### src/rtl/pll_seq_pkg.sv
// Shared definitions for the multi-device PLL init sequencer: the
// sequencer state encoding, lock-supervision defaults and a width helper.
package pll_seq_pkg;

    localparam int DEF_LOCK_TIMEOUT = 65535;
    localparam int DEF_MAX_RETRY    = 2;

    typedef enum logic [3:0] {
        IDLE,
        FETCH,
        ISSUE,
        WAIT_BUSY,
        WAIT_DONE,
        LOCK_WAIT,
        NEXT_DEV,
        HOST_WR,
        FINISH
    } seq_state_t;

    // Index width that never collapses to zero bits for a single device.
    function automatic int clog2_min1(input int n);
        return (n > 1) ? $clog2(n) : 1;
    endfunction

endpackage

### src/rtl/spi_lane_handshake.sv
// SPI lane handshake shared by the table-driven init path and the host
// single-word path. It watches the sequencer state, reports when the current
// handshake phase (ISSUE / WAIT_BUSY / WAIT_DONE) is satisfied, and produces
// the registered one-hot start pulse together with the word to shift.
module spi_lane_handshake
    import pll_seq_pkg::*;
#(
    parameter int NUM_DEV = 2,
    parameter int WORD_W  = 24,
    parameter int DEV_W   = 1
) (
    input  logic                 clk,
    input  logic                 rst_n,
    input  seq_state_t           state,
    input  logic [DEV_W-1:0]     lane,
    input  logic [WORD_W-1:0]    word,
    input  logic [NUM_DEV-1:0]   spi_ready,
    output logic                 advance,
    output logic [NUM_DEV-1:0]   spi_start,
    output logic [WORD_W-1:0]    spi_data_tx
);

    logic lane_ready;
    logic fire;

    // Pick the idle flag of the addressed lane
    always_comb begin
        // NOTE: every always_comb output gets a default first so no path
        // leaves it unassigned, which would otherwise infer a latch.
        lane_ready = 1'b0;
        for (int i = 0; i < NUM_DEV; i++) begin
            if (lane == DEV_W'(i)) begin
                lane_ready = spi_ready[i];
            end
        end
    end

    // Report when the current handshake phase may be left
    always_comb begin
        advance = 1'b0;
        fire    = 1'b0;
        case (state)
            ISSUE: begin
                advance = lane_ready;
                fire    = lane_ready;
            end
            WAIT_BUSY: advance = !lane_ready;
            WAIT_DONE: advance = lane_ready;
            default:   advance = 1'b0;
        endcase
    end

    // Register the single-cycle one-hot start pulse and the outgoing word
    always_ff @(posedge clk or negedge rst_n) begin
        if (!rst_n) begin
            spi_start   <= '0;
            spi_data_tx <= '0;
        end else begin
            // NOTE: state is updated with non-blocking assignments so every
            // flop samples pre-edge values regardless of statement order.
            spi_start <= '0;
            if (fire) begin
                for (int i = 0; i < NUM_DEV; i++) begin
                    spi_start[i] <= (lane == DEV_W'(i));
                end
                spi_data_tx <= word;
            end
        end
    end

endmodule

### src/rtl/multi_pll_init_seq.sv
// Multi-device PLL init sequencer. On start it walks each device's register
// table out of a synchronous ROM and pushes every word over that device's SPI
// lane; between runs a host may push single words. Define LOCK_CHECK_EN to add
// per-device lock supervision (2-flop synchroniser, timeout, retries, error
// reporting); without it the sequencer moves straight to the next device.
module multi_pll_init_seq
    import pll_seq_pkg::*;
#(
    parameter int NUM_DEV      = 2,
    parameter int WORD_W       = 24,
    parameter int ADDR_W       = 8,
    parameter int LOCK_TIMEOUT = DEF_LOCK_TIMEOUT,
    parameter int MAX_RETRY    = DEF_MAX_RETRY,
    localparam int DEV_W       = clog2_min1(NUM_DEV)
) (
    input  logic                        clk,
    input  logic                        rst_n,
    input  logic                        start,
    input  logic [NUM_DEV*ADDR_W-1:0]   tbl_base,
    input  logic [NUM_DEV*ADDR_W-1:0]   tbl_len,
    output logic [ADDR_W-1:0]           rom_addr,
    input  logic [WORD_W-1:0]           rom_data,
    input  logic [NUM_DEV-1:0]          spi_ready,
    output logic [NUM_DEV-1:0]          spi_start,
    output logic [WORD_W-1:0]           spi_data_tx,
    output logic [7:0]                  spi_data_depth,
    input  logic                        wr_req,
    input  logic [DEV_W-1:0]            wr_dev,
    input  logic [WORD_W-1:0]           wr_data,
    output logic                        wr_ack,
    input  logic [NUM_DEV-1:0]          pll_lock,
    output logic                        busy,
    output logic                        done,
    output logic                        err,
    output logic [DEV_W-1:0]            err_dev
);

    // dev must be able to hold NUM_DEV itself to signal "all devices done"
    localparam int DEV_CW = $clog2(NUM_DEV + 1);

    seq_state_t          state;
    logic [DEV_CW-1:0]   dev;
    logic [ADDR_W-1:0]   idx;
    logic [1:0]          fetch_ph;
    logic [WORD_W-1:0]   rom_word;
    logic                host_mode;
    logic [DEV_W-1:0]    host_lane;
    logic [WORD_W-1:0]   host_word;

    logic                hs_advance;
    logic [DEV_W-1:0]    hs_lane;
    logic [WORD_W-1:0]   hs_word;
    logic [ADDR_W-1:0]   cur_base;
    logic [ADDR_W-1:0]   cur_len;
    logic [ADDR_W:0]     idx_next;
    logic                last_word;
    logic                wr_lane_ok;

    assign spi_data_depth = 8'(WORD_W);

    // Slice the current device's table window and check the host lane index
    always_comb begin
        cur_base   = '0;
        cur_len    = '0;
        wr_lane_ok = 1'b0;
        for (int i = 0; i < NUM_DEV; i++) begin
            if (dev == DEV_CW'(i)) begin
                cur_base = tbl_base[i*ADDR_W +: ADDR_W];
                cur_len  = tbl_len[i*ADDR_W +: ADDR_W];
            end
            if (wr_dev == DEV_W'(i)) begin
                wr_lane_ok = 1'b1;
            end
        end
        idx_next  = {1'b0, idx} + 1'b1;
        last_word = (idx_next >= {1'b0, cur_len});
    end

    assign hs_lane = host_mode ? host_lane : DEV_W'(dev);
    assign hs_word = host_mode ? host_word : rom_word;

    spi_lane_handshake #(
        .NUM_DEV (NUM_DEV),
        .WORD_W  (WORD_W),
        .DEV_W   (DEV_W)
    ) u_handshake (
        .clk         (clk),
        .rst_n       (rst_n),
        .state       (state),
        .lane        (hs_lane),
        .word        (hs_word),
        .spi_ready   (spi_ready),
        .advance     (hs_advance),
        .spi_start   (spi_start),
        .spi_data_tx (spi_data_tx)
    );

`ifdef LOCK_CHECK_EN
    localparam int TMO_W = clog2_min1(LOCK_TIMEOUT + 1);
    localparam int RTY_W = clog2_min1(MAX_RETRY + 1);

    logic [NUM_DEV-1:0]  lock_meta;
    logic [NUM_DEV-1:0]  lock_sync;
    logic [TMO_W-1:0]    lock_cnt;
    logic [RTY_W-1:0]    retry;
    logic                err_q;
    logic [DEV_W-1:0]    err_dev_q;
    logic                cur_lock;

    // Bring the asynchronous lock detects into the clock domain
    always_ff @(posedge clk or negedge rst_n) begin
        if (!rst_n) begin
            lock_meta <= '0;
            lock_sync <= '0;
        end else begin
            lock_meta <= pll_lock;
            lock_sync <= lock_meta;
        end
    end

    // Select the synchronised lock of the device being supervised
    always_comb begin
        cur_lock = 1'b0;
        for (int i = 0; i < NUM_DEV; i++) begin
            if (dev == DEV_CW'(i)) begin
                cur_lock = lock_sync[i];
            end
        end
    end

    assign err     = err_q;
    assign err_dev = err_dev_q;
`else
    logic unused_lock;
    assign unused_lock = ^{pll_lock, (LOCK_TIMEOUT != 0), (MAX_RETRY != 0)};
    assign err         = 1'b0;
    assign err_dev     = '0;
`endif

    // Sequencer: table walk, host single-word writes and lock supervision
    always_ff @(posedge clk or negedge rst_n) begin
        if (!rst_n) begin
            state     <= IDLE;
            dev       <= '0;
            idx       <= '0;
            fetch_ph  <= '0;
            rom_word  <= '0;
            rom_addr  <= '0;
            host_mode <= 1'b0;
            host_lane <= '0;
            host_word <= '0;
            wr_ack    <= 1'b0;
            busy      <= 1'b0;
            done      <= 1'b0;
`ifdef LOCK_CHECK_EN
            lock_cnt  <= '0;
            retry     <= '0;
            err_q     <= 1'b0;
            err_dev_q <= '0;
`endif
        end else begin
            wr_ack <= 1'b0;
            case (state)
                IDLE: begin
                    // start wins over a simultaneous host request
                    if (start) begin
                        done      <= 1'b0;
                        dev       <= '0;
                        idx       <= '0;
                        host_mode <= 1'b0;
                        busy      <= 1'b1;
                        state     <= NEXT_DEV;
`ifdef LOCK_CHECK_EN
                        err_q     <= 1'b0;
                        retry     <= '0;
`endif
                    end else if (wr_req && wr_lane_ok) begin
                        host_mode <= 1'b1;
                        host_lane <= wr_dev;
                        host_word <= wr_data;
                        busy      <= 1'b1;
                        state     <= HOST_WR;
                    end
                end

                HOST_WR: state <= ISSUE;

                NEXT_DEV: begin
                    if (dev == DEV_CW'(NUM_DEV)) begin
                        state <= FINISH;
                    end else if (cur_len == '0) begin
                        dev <= dev + 1'b1;
                    end else begin
                        state <= FETCH;
                    end
                end

                // Present the address, let the ROM respond, then capture
                FETCH: begin
                    case (fetch_ph)
                        2'd0: begin
                            rom_addr <= cur_base + idx;
                            fetch_ph <= 2'd1;
                        end
                        2'd1: fetch_ph <= 2'd2;
                        default: begin
                            rom_word <= rom_data;
                            fetch_ph <= 2'd0;
                            state    <= ISSUE;
                        end
                    endcase
                end

                ISSUE:     if (hs_advance) state <= WAIT_BUSY;
                WAIT_BUSY: if (hs_advance) state <= WAIT_DONE;

                WAIT_DONE: begin
                    if (hs_advance) begin
                        if (host_mode) begin
                            host_mode <= 1'b0;
                            wr_ack    <= 1'b1;
                            busy      <= 1'b0;
                            state     <= IDLE;
                        end else if (!last_word) begin
                            idx   <= idx_next[ADDR_W-1:0];
                            state <= FETCH;
                        end else begin
                            idx <= '0;
`ifdef LOCK_CHECK_EN
                            lock_cnt <= '0;
                            state    <= LOCK_WAIT;
`else
                            dev      <= dev + 1'b1;
                            state    <= NEXT_DEV;
`endif
                        end
                    end
                end

`ifdef LOCK_CHECK_EN
                LOCK_WAIT: begin
                    if (cur_lock) begin
                        retry <= '0;
                        dev   <= dev + 1'b1;
                        state <= NEXT_DEV;
                    end else if (lock_cnt == TMO_W'(LOCK_TIMEOUT - 1)) begin
                        if (retry < RTY_W'(MAX_RETRY)) begin
                            retry <= retry + 1'b1;
                            idx   <= '0;
                            state <= FETCH;
                        end else begin
                            err_q     <= 1'b1;
                            err_dev_q <= DEV_W'(dev);
                            state     <= FINISH;
                        end
                    end else begin
                        lock_cnt <= lock_cnt + 1'b1;
                    end
                end
`endif

                FINISH: begin
`ifdef LOCK_CHECK_EN
                    done <= !err_q;
`else
                    done <= 1'b1;
`endif
                    busy  <= 1'b0;
                    state <= IDLE;
                end

                default: begin
                    busy  <= 1'b0;
                    state <= IDLE;
                end
            endcase
        end
    end

endmodule
### config.mk
export PLATFORM = sky130hd
export DESIGN_NAME = multi_pll_init_seq
export DESIGN_NICKNAME = d
export VERILOG_FILES = /design/src/rtl/pll_seq_pkg.sv /design/src/rtl/spi_lane_handshake.sv /design/src/rtl/multi_pll_init_seq.sv
export SDC_FILE = /design/constraint.sdc
export NUM_CORES = 1
export LEC_CHECK = 0
export BUFFER_PORTS_ARGS = -buffer_cell sky130_fd_sc_hd__buf_4
export CAP_MARGIN = 10
export CORE_UTILIZATION = 50
export DETAILED_ROUTE_END_ITERATION = 8
export PLACE_DENSITY = 0.76
export SYNTH_ARGS = -nofsm -noshare
export SYNTH_HDL_FRONTEND = slang
export SYNTH_SLANG_ARGS = --single-unit
### constraint.sdc
create_clock -name clk -period 3.83 [get_ports clk]
set_input_delay 0.766 -clock clk [delete_from_list [all_inputs] [get_ports clk]]
set_output_delay 0.766 -clock clk [all_outputs]
set_load 0.05 [all_outputs]
==> results of run 1 <==
-- power breakdown --
group          switching (uW)  internal [uW]  total (uW)
Combinational            1620           1100        2720
Sequential                349           1570        1920
Clock                     395            267         662
Total                    2360           2940        5300
-- per-stage QoR --
stage | power [uW] | instances | setup WS [ns] | area (sq um) | util [%]
finish | 5300 | 747 | 0.442 | 6460 | 62.8
global route | 5670 | 747 | 0.225 | 6460 | 62.8
CTS | 5340 | 747 | 0.472 | 6460 | 62.8
detailed placement | 4680 | 731 | 0.488 | 6260 | 61.0
global placement | 4540 | 731 | 0.520 | 6260 | 61.0
floorplan | 3910 | 499 | 0.709 | 5300 | -
-- cell families (layout without fill, tap and decap cells) --
group / count (synthesis) / in the layout / synth area share [%]
adder cells (fa/ha/maj): 20 / 20 / 4.90
multiplexers: 79 / 79 / 16.4
flip-flops: 103 / 103 / 49.0
XOR/XNOR: 11 / 11 / 1.83
other: 2 / 10 / 0.143
buffers and inverters: 49 / 161 / 4.42
AND/OR/NAND/NOR: 129 / 129 / 11.8
AO/OA/AOI/OAI: 98 / 98 / 11.6
-- placed cells by master (no fill, tap or decap), drive strengths merged, types with 2 or more instances in the layout --
| cell type | count |
|---|---|
| mux2 | 51 |
| xor2 | 4 |
| o21ai | 47 |
| buf | 130 |
| a22o | 9 |
| nand2 | 68 |
| nand2b | 3 |
| clkinvlp | 2 |
| conb | 10 |
| clkbuf | 11 |
| mux2i | 28 |
| nor2 | 15 |
| and4 | 2 |
| xnor2 | 7 |
| nand3 | 10 |
| o211ai | 3 |
| nor3 | 10 |
| nor2b | 3 |
| ha | 19 |
| inv | 17 |
| o22ai | 3 |
| o21bai | 2 |
| nor4 | 6 |
| a21o | 5 |
| a22oi | 8 |
| or3 | 3 |
| dfrtp | 103 |
| a21oi | 11 |
| and3 | 2 |
-- path summary, 6_finish.rpt --
| path | cells past startpoint | slack, ns | end |
|---|---|---|---|
| hold / removal | 1 | 0.44 | idx[0] |
| max in group asynchronous | 2 | 2.55 | host_mode |
| setup reg to reg | 11 | 0.44 | dev[0] |
| hold reg to reg | 2 | 0.49 | u_handshake.spi_data_tx[13] |
| setup / recovery | 11 | 0.44 | dev[0] |
| min in group clk | 2 | 0.49 | u_handshake.spi_data_tx[13] |
-- area by class of cell --
| type | count | area, sq um | area share, % |
|---|---|---|---|
| multi-input combinational | 347 | 2480 | 38.5 |
| tap | 136 | 170 | 2.64 |
| clock inverter | 5 | 51.3 | 0.794 |
| timing repair buffer | 130 | 976 | 15.1 |
| sequential | 103 | 2580 | 39.9 |
| inverter | 15 | 56.3 | 0.872 |
| clock buffer | 11 | 141 | 2.19 |
-- state kept, by name (all words and copies together), names as in the netlist --
| signal | cells |
|---|---|
| u_handshake.spi_data_tx | 24 |
| host_mode | 1 |
| rom_addr | 8 |
| rom_word | 24 |
| dev | 2 |
| state | 4 |
| done | 1 |
| host_lane | 1 |
| idx | 8 |
| u_handshake.spi_start | 2 |
| busy | 1 |
| fetch_ph | 2 |
| wr_ack | 1 |
| host_word | 24 |
-- critical path: stages (launching register included) --
cell and delay (ns):
dfrtp_1 0.43, inv_1 0.12, ha_1 0.18, nor2b_1 0.61, a22oi_1 0.15, ha_1 0.34, a21o_1 0.18, a21oi_1 0.12
o21ai_0 0.15, nor3_2 0.47, or3_4 0.24, mux2_4 0.29
-- metal layers --
metal	up-vias	track usage, %	routed length (um)
met2	124	38.1	5780
li1	1956	-	-
met5	-	0	0
met4	0	6.84	150
met3	12	5.55	763
met1	1950	26.8	4880
==> impl_results.md, run 1 <==
- Outcome: finished, final reports clean
- CTS resizes: 0
- GRT Total Usage: 21.9%
- Core area: 10300 sq um
- PD cells: 821 nW/um^2
- Post-route minimum period: 3.39 ns
- Most area-hungry cell type in the Yosys netlist: dfrtp_1
- Syn Inst Count: 491
- Area Overhead vs Synth: 22.6%
- Critical Path End Type: flip-flop
- Post-route ant nets: 0
- DR iter-0 viols: 206
- Clk pin slew, worst setup/hold paths: 0.10 ns
- Max VDD drop: 0.471 mV
- Port buffer count: 123
- Clk_lat worst skew: 0.37 ns
- Yosys warning count: 0
- Fmax: 295 MHz
- #FFs+latches synth: 103
- Worst EP arrival: 3.63 ns
- Skew final: 0.0174 ns
- Synth top cells by count: 103 x dfrtp_1, 68 x nand2_1, 50 x mux2_2
- Largest net degree at the start of global routing: 58
- Cts bufs inserted: 9
- WL/cell: 15.5 um
- Worst Tran Pin Value: 1.20 ns
- GP Congestion: 0.858
- Maxcap violations: 0
- Vias in the first global route: 4109
- Vias per cell: 5.41
- Final setup viols: 0
- Clock root buffer: clkbuf_8
- Row count: 37
- Min-delay worst type: input pin to async pin
- Crit Path Max Fanout: 10
- Nets: 715
- Post-synth EDFFs: 0
- Crit path launch type: flip-flop
- Detailed-placement wirelength estimate: 8370 um
- Ant. Diodes: 0
- DRC Markers: 0
- H-tree Lvls: 3
- Max Root-Sink Buffers: 2
- Setup crit start: dev[0]
- Hold Vio Cnt, Final: 0
- Fin Setup TNS: 0 ns
- IO Pins: 136
- Total grt overflow: 0
- Req. time, crit path: 4.07 ns
- Die ar.: 10900 sq um
- Die span in y: 105 um
- Initial antenna violation count: 0
- Mapped Area: 5270 sq um
- DIE WIDTH: 105 um
- Routed via count: 4042
- Initial core utilization: 51.2%
- Share of cells above drive strength 1: 33.4%
- WL final: 11600 um
- Final Cycle Share: 88.5%
- DR pass1 iterations: 4
- Top area cells in the synthesized netlist: dfrtp_1 49%, mux2_2 11%, mux2i_1 5.1%
- Main synth FF type: dfrtp_1
- WS Path Type: flip-flop to flip-flop
- Global-route wire length before repair: 19000 um
- # fillers: 870
- Static leakage: 0.00310 uW
- Worst R2R Start: dev[0]
- Rel. slew slack: 19.7%
- Async SR Flop Fraction: 100%
- Mean Syn Cell Area: 10.7 sq um
- Slew Limit Fails: 0
- CTS tree: done
- RSZ-0062 raised after global routing: no
- Count leader, synth: dfrtp_1
- Sequential share of the synthesized area: 49.0%
- Netlist cell types: 54
- Hold Slack: 0.436 ns
- Postcts setup bufs: 0
- # hold bufs at CTS: 0
- Synth top area share: 49.0%
- Clock sinks: 103
Note: power is estimated with default switching activity, not from simulation.
==> run 2, diff against run 1 <==
Settings changed: SYNTH_HIERARCHICAL set to 1.
==> impl_results.md, run 2 <==
- Mapped Area: 5480 sq um (was 5270 sq um)
- Die ar.: 11400 sq um (was 10900 sq um)
- Core area: 10500 sq um (was 10300 sq um)
- Total grt overflow: 0 (unchanged)
- Maxcap violations: 0 (unchanged)
- WL final: 11800 um (was 11600 um)
- Cts bufs inserted: 9 (unchanged)
- Commonest non-fill, non-tap cell in the layout: buf_4 (unchanged)
- Skew final: 0.00985 ns (was 0.0174 ns)
- Vias per cell: 5.38 (was 5.41)
- Clk_lat worst skew: 0.37 ns (about the same)
- Compound-cell area share of the yosys netlist: 7.68% (was 11.6%)
- Cell area after placement: 6440 sq um (was 6260 sq um)
- RSZ-0062 raised after global routing: no (unchanged)
- Main synth FF type: dfrtp_1 (unchanged)
- Detailed-placement wirelength estimate: 8530 um (was 8370 um)
- Initial antenna violation count: 0 (unchanged)
- Nets: 705 (was 715)
- Postcts setup bufs: 0 (unchanged)
- Fin Setup TNS: 0 ns (unchanged)
- Syn Inst Count: 480 (was 491)
- Max Root-Sink Buffers: 2 (unchanged)
- # hold bufs at CTS: 0 (unchanged)
- Largest net degree at the start of global routing: 48 (was 58)
- Row count: 37 (unchanged)
- Port buffer count: 123 (unchanged)
- Share of cells above drive strength 1: 42.1% (was 33.4%)
- Die span in y: 107 um (was 105 um)
- Most frequent cells in the layout: 131 x buf_4, 103 x dfrtp_1, 80 x mux2_2 (was 130 x buf_4, 103 x dfrtp_1, 68 x nand2_1)
- Global-route wire length before repair: 19400 um (was 19000 um)
- Critical Path End Type: flip-flop (unchanged)
- #FFs+latches synth: 103 (unchanged)
- Worst EP arrival: 3.29 ns (was 3.63 ns)
- Synth top cells by count: 103 x dfrtp_1, 80 x mux2_2, 65 x nand2_1 (was 103 x dfrtp_1, 68 x nand2_1, 50 x mux2_2)
- Post-route minimum period: 3.03 ns (was 3.39 ns)
- Sequential share of the synthesized area: 47.1% (was 49.0%)
- Mux cell area share after synthesis: 22.6% (was 16.4%)
- DR iter-0 viols: 225 (was 206)
- Hold Slack: 0.396 ns (was 0.436 ns)
- Area Overhead vs Synth: 21.3% (was 22.6%)
- Top area cells in the synthesized netlist: dfrtp_1 47%, mux2_2 16%, mux2_4 5.2% (was dfrtp_1 49%, mux2_2 11%, mux2i_1 5.1%)
- # fillers: 847 (was 870)
- Ant. Diodes: 0 (unchanged)
- DIE WIDTH: 107 um (was 105 um)
- Largest registers: host_word x24, rom_word x24, u_handshake/spi_data_tx x24 (was host_word x24, rom_word x24, u_handshake.spi_data_tx x24)
- Routed via count: 3965 (was 4042)
- PD cells: 829 nW/um^2 (was 821 nW/um^2)
- Crit path launch type: flip-flop (unchanged)
- H-tree Lvls: 3 (unchanged)
- Static leakage: 0.00323 uW (was 0.00310 uW)
- Netlist cell types: 53 (was 54)
- Crit Path Max Fanout: 17 (was 10)
- Final setup viols: 0 (unchanged)
- Clk pin slew, worst setup/hold paths: 0.11 ns (was 0.10 ns)
- DRC Markers: 0 (unchanged)
- WL/cell: 16.1 um (was 15.5 um)
- Slew Limit Fails: 0 (unchanged)
- GP Congestion: 0.834 (was 0.858)
- Count leader, synth: dfrtp_1 (unchanged)
- Post-route ant nets: 0 (unchanged)
- Min-delay worst type: input pin to async pin (unchanged)
- XOR/XNOR Fraction of Synth Area: 2.08% (was 1.83%)
- Fmax: 330 MHz (was 295 MHz)
- Hold Vio Cnt, Final: 0 (unchanged)
- Initial core utilization: 52.3% (was 51.2%)
- Final instance area: 6640 sq um (was 6460 sq um)
- Final Cycle Share: 79.2% (was 88.5%)
- Clock sinks: 103 (unchanged)
- Adder-Cell Fraction of Synth Area: 4.71% (was 4.90%)
- Outcome: finished, final reports clean (unchanged)
- Largest family of logic cells by synthesized area: multiplexers (unchanged)
- Synth Area in Simple Gates: 11.3% (was 11.8%)
- Clock root buffer: clkbuf_8 (unchanged)
- Rel. slew slack: 25.0% (was 19.7%)
- Worst Tran Pin Value: 1.12 ns (was 1.20 ns)
- DR pass1 iterations: 4 (unchanged)
- Vias in the first global route: 4159 (was 4109)
- Post-synth EDFFs: 0 (unchanged)
- GRT Total Usage: 21.6% (was 21.9%)
- IO Pins: 136 (unchanged)
- CTS tree: done (unchanged)
- Async SR Flop Fraction: 100% (unchanged)
- Yosys warning count: 6 (was 0)
- Synth top area share: 47.1% (was 49.0%)
- Max VDD drop: 0.417 mV (was 0.471 mV)
- WS Path Type: flip-flop to flip-flop (unchanged)
- CTS resizes: 0 (unchanged)
- Req. time, crit path: 4.09 ns (was 4.07 ns)
- Mean Syn Cell Area: 11.4 sq um (was 10.7 sq um)
- Most area-hungry cell type in the Yosys netlist: dfrtp_1 (unchanged)
run 2: changes by cell type after synthesis, sizes merged, moves of 4 or more:
cell    change
buf         +6
nand3       +5
inv         -9
mux2i      -23
clkbuf      -6
nor3        -5
nor2        +4
mux2       +48
a22o        -7
a22oi       -8
o21ai      -22
a21oi       +9
run 2: layer usage:
metal | part of all wire (%) | vias to the layer above | GRT usage, %
li1 | - | 1903 | -
met1 | 43 | 1924 | 26.9
met2 | 50 | 131 | 37.0
met3 | 7.0 | 7 | 6.08
met4 | 0.68 | 0 | 5.19
met5 | 0 | - | 0
run 2: metrics by stage:
stage / total power [uW] / utilization (%) / setup slack, ns / std cells
floorplan: 4090 / - / 1.03 / 488
global placement: 4710 / 61.6 / 0.916 / 721
detailed placement: 4840 / 61.6 / 0.806 / 721
CTS: 5550 / 63.5 / 0.780 / 737
global route: 5860 / 63.5 / 0.500 / 737
finish: 5510 / 63.5 / 0.796 / 737
run 2: final timing paths:
path                       slack (ns)         from  depth (start not counted)           end
setup / recovery                 0.80       dev[0]                         13        dev[0]
hold / removal                   0.40        rst_n                          1  rom_word[12]
setup reg to reg                 0.80       dev[0]                         13        dev[0]
hold reg to reg                  0.49  rom_addr[2]                          2   rom_addr[2]
max in group asynchronous        2.56        rst_n                          2   rom_word[1]
min in group clk                 0.49  rom_addr[2]                          2   rom_addr[2]
run 2: critical path, cell delays in order (launching register included):
cell	delay (ns)
dfrtp_1	0.40
inv_1	0.15
ha_1	0.54
nand2_1	0.11
nor2_1	0.10
a21oi_1	0.06
ha_1	0.31
a211o_1	0.31
o2111ai_1	0.09
o211ai_1	0.17
a211oi_2	0.24
buf_4	0.20
a21oi_1	0.09
mux2i_1	0.14
run 2: cell type report:
type,instances,area [sq um],area share [%]
multi-input cells,345,2690,40.4
flip-flops and latches,103,2580,38.8
repair buffers,131,983,14.8
well taps,136,170,2.56
clock buffers,10,128,1.92
clock inverters,6,76.3,1.15
inverters,6,22.5,0.339
run 2: cell families (layout without fill, tap and decap cells):
kind of cell               Yosys count  count (layout)
AOI/OAI and AO/OA                   68              68
xor gates and xnor gates            13              13
buffers and inverters               40             153
adders and majority gates           20              20
and+or+nand+nor                    130             130
muxes                              104             104
other                                2              10
DFF                                103             103
run 2: where the power goes:
group	switching (uW)	internal, uW	leakage, uW
registers	297	1570	0.00127
logic	1640	1290	0.00186
clock network	398	313	0.000103
total	2330	3180	0.00323
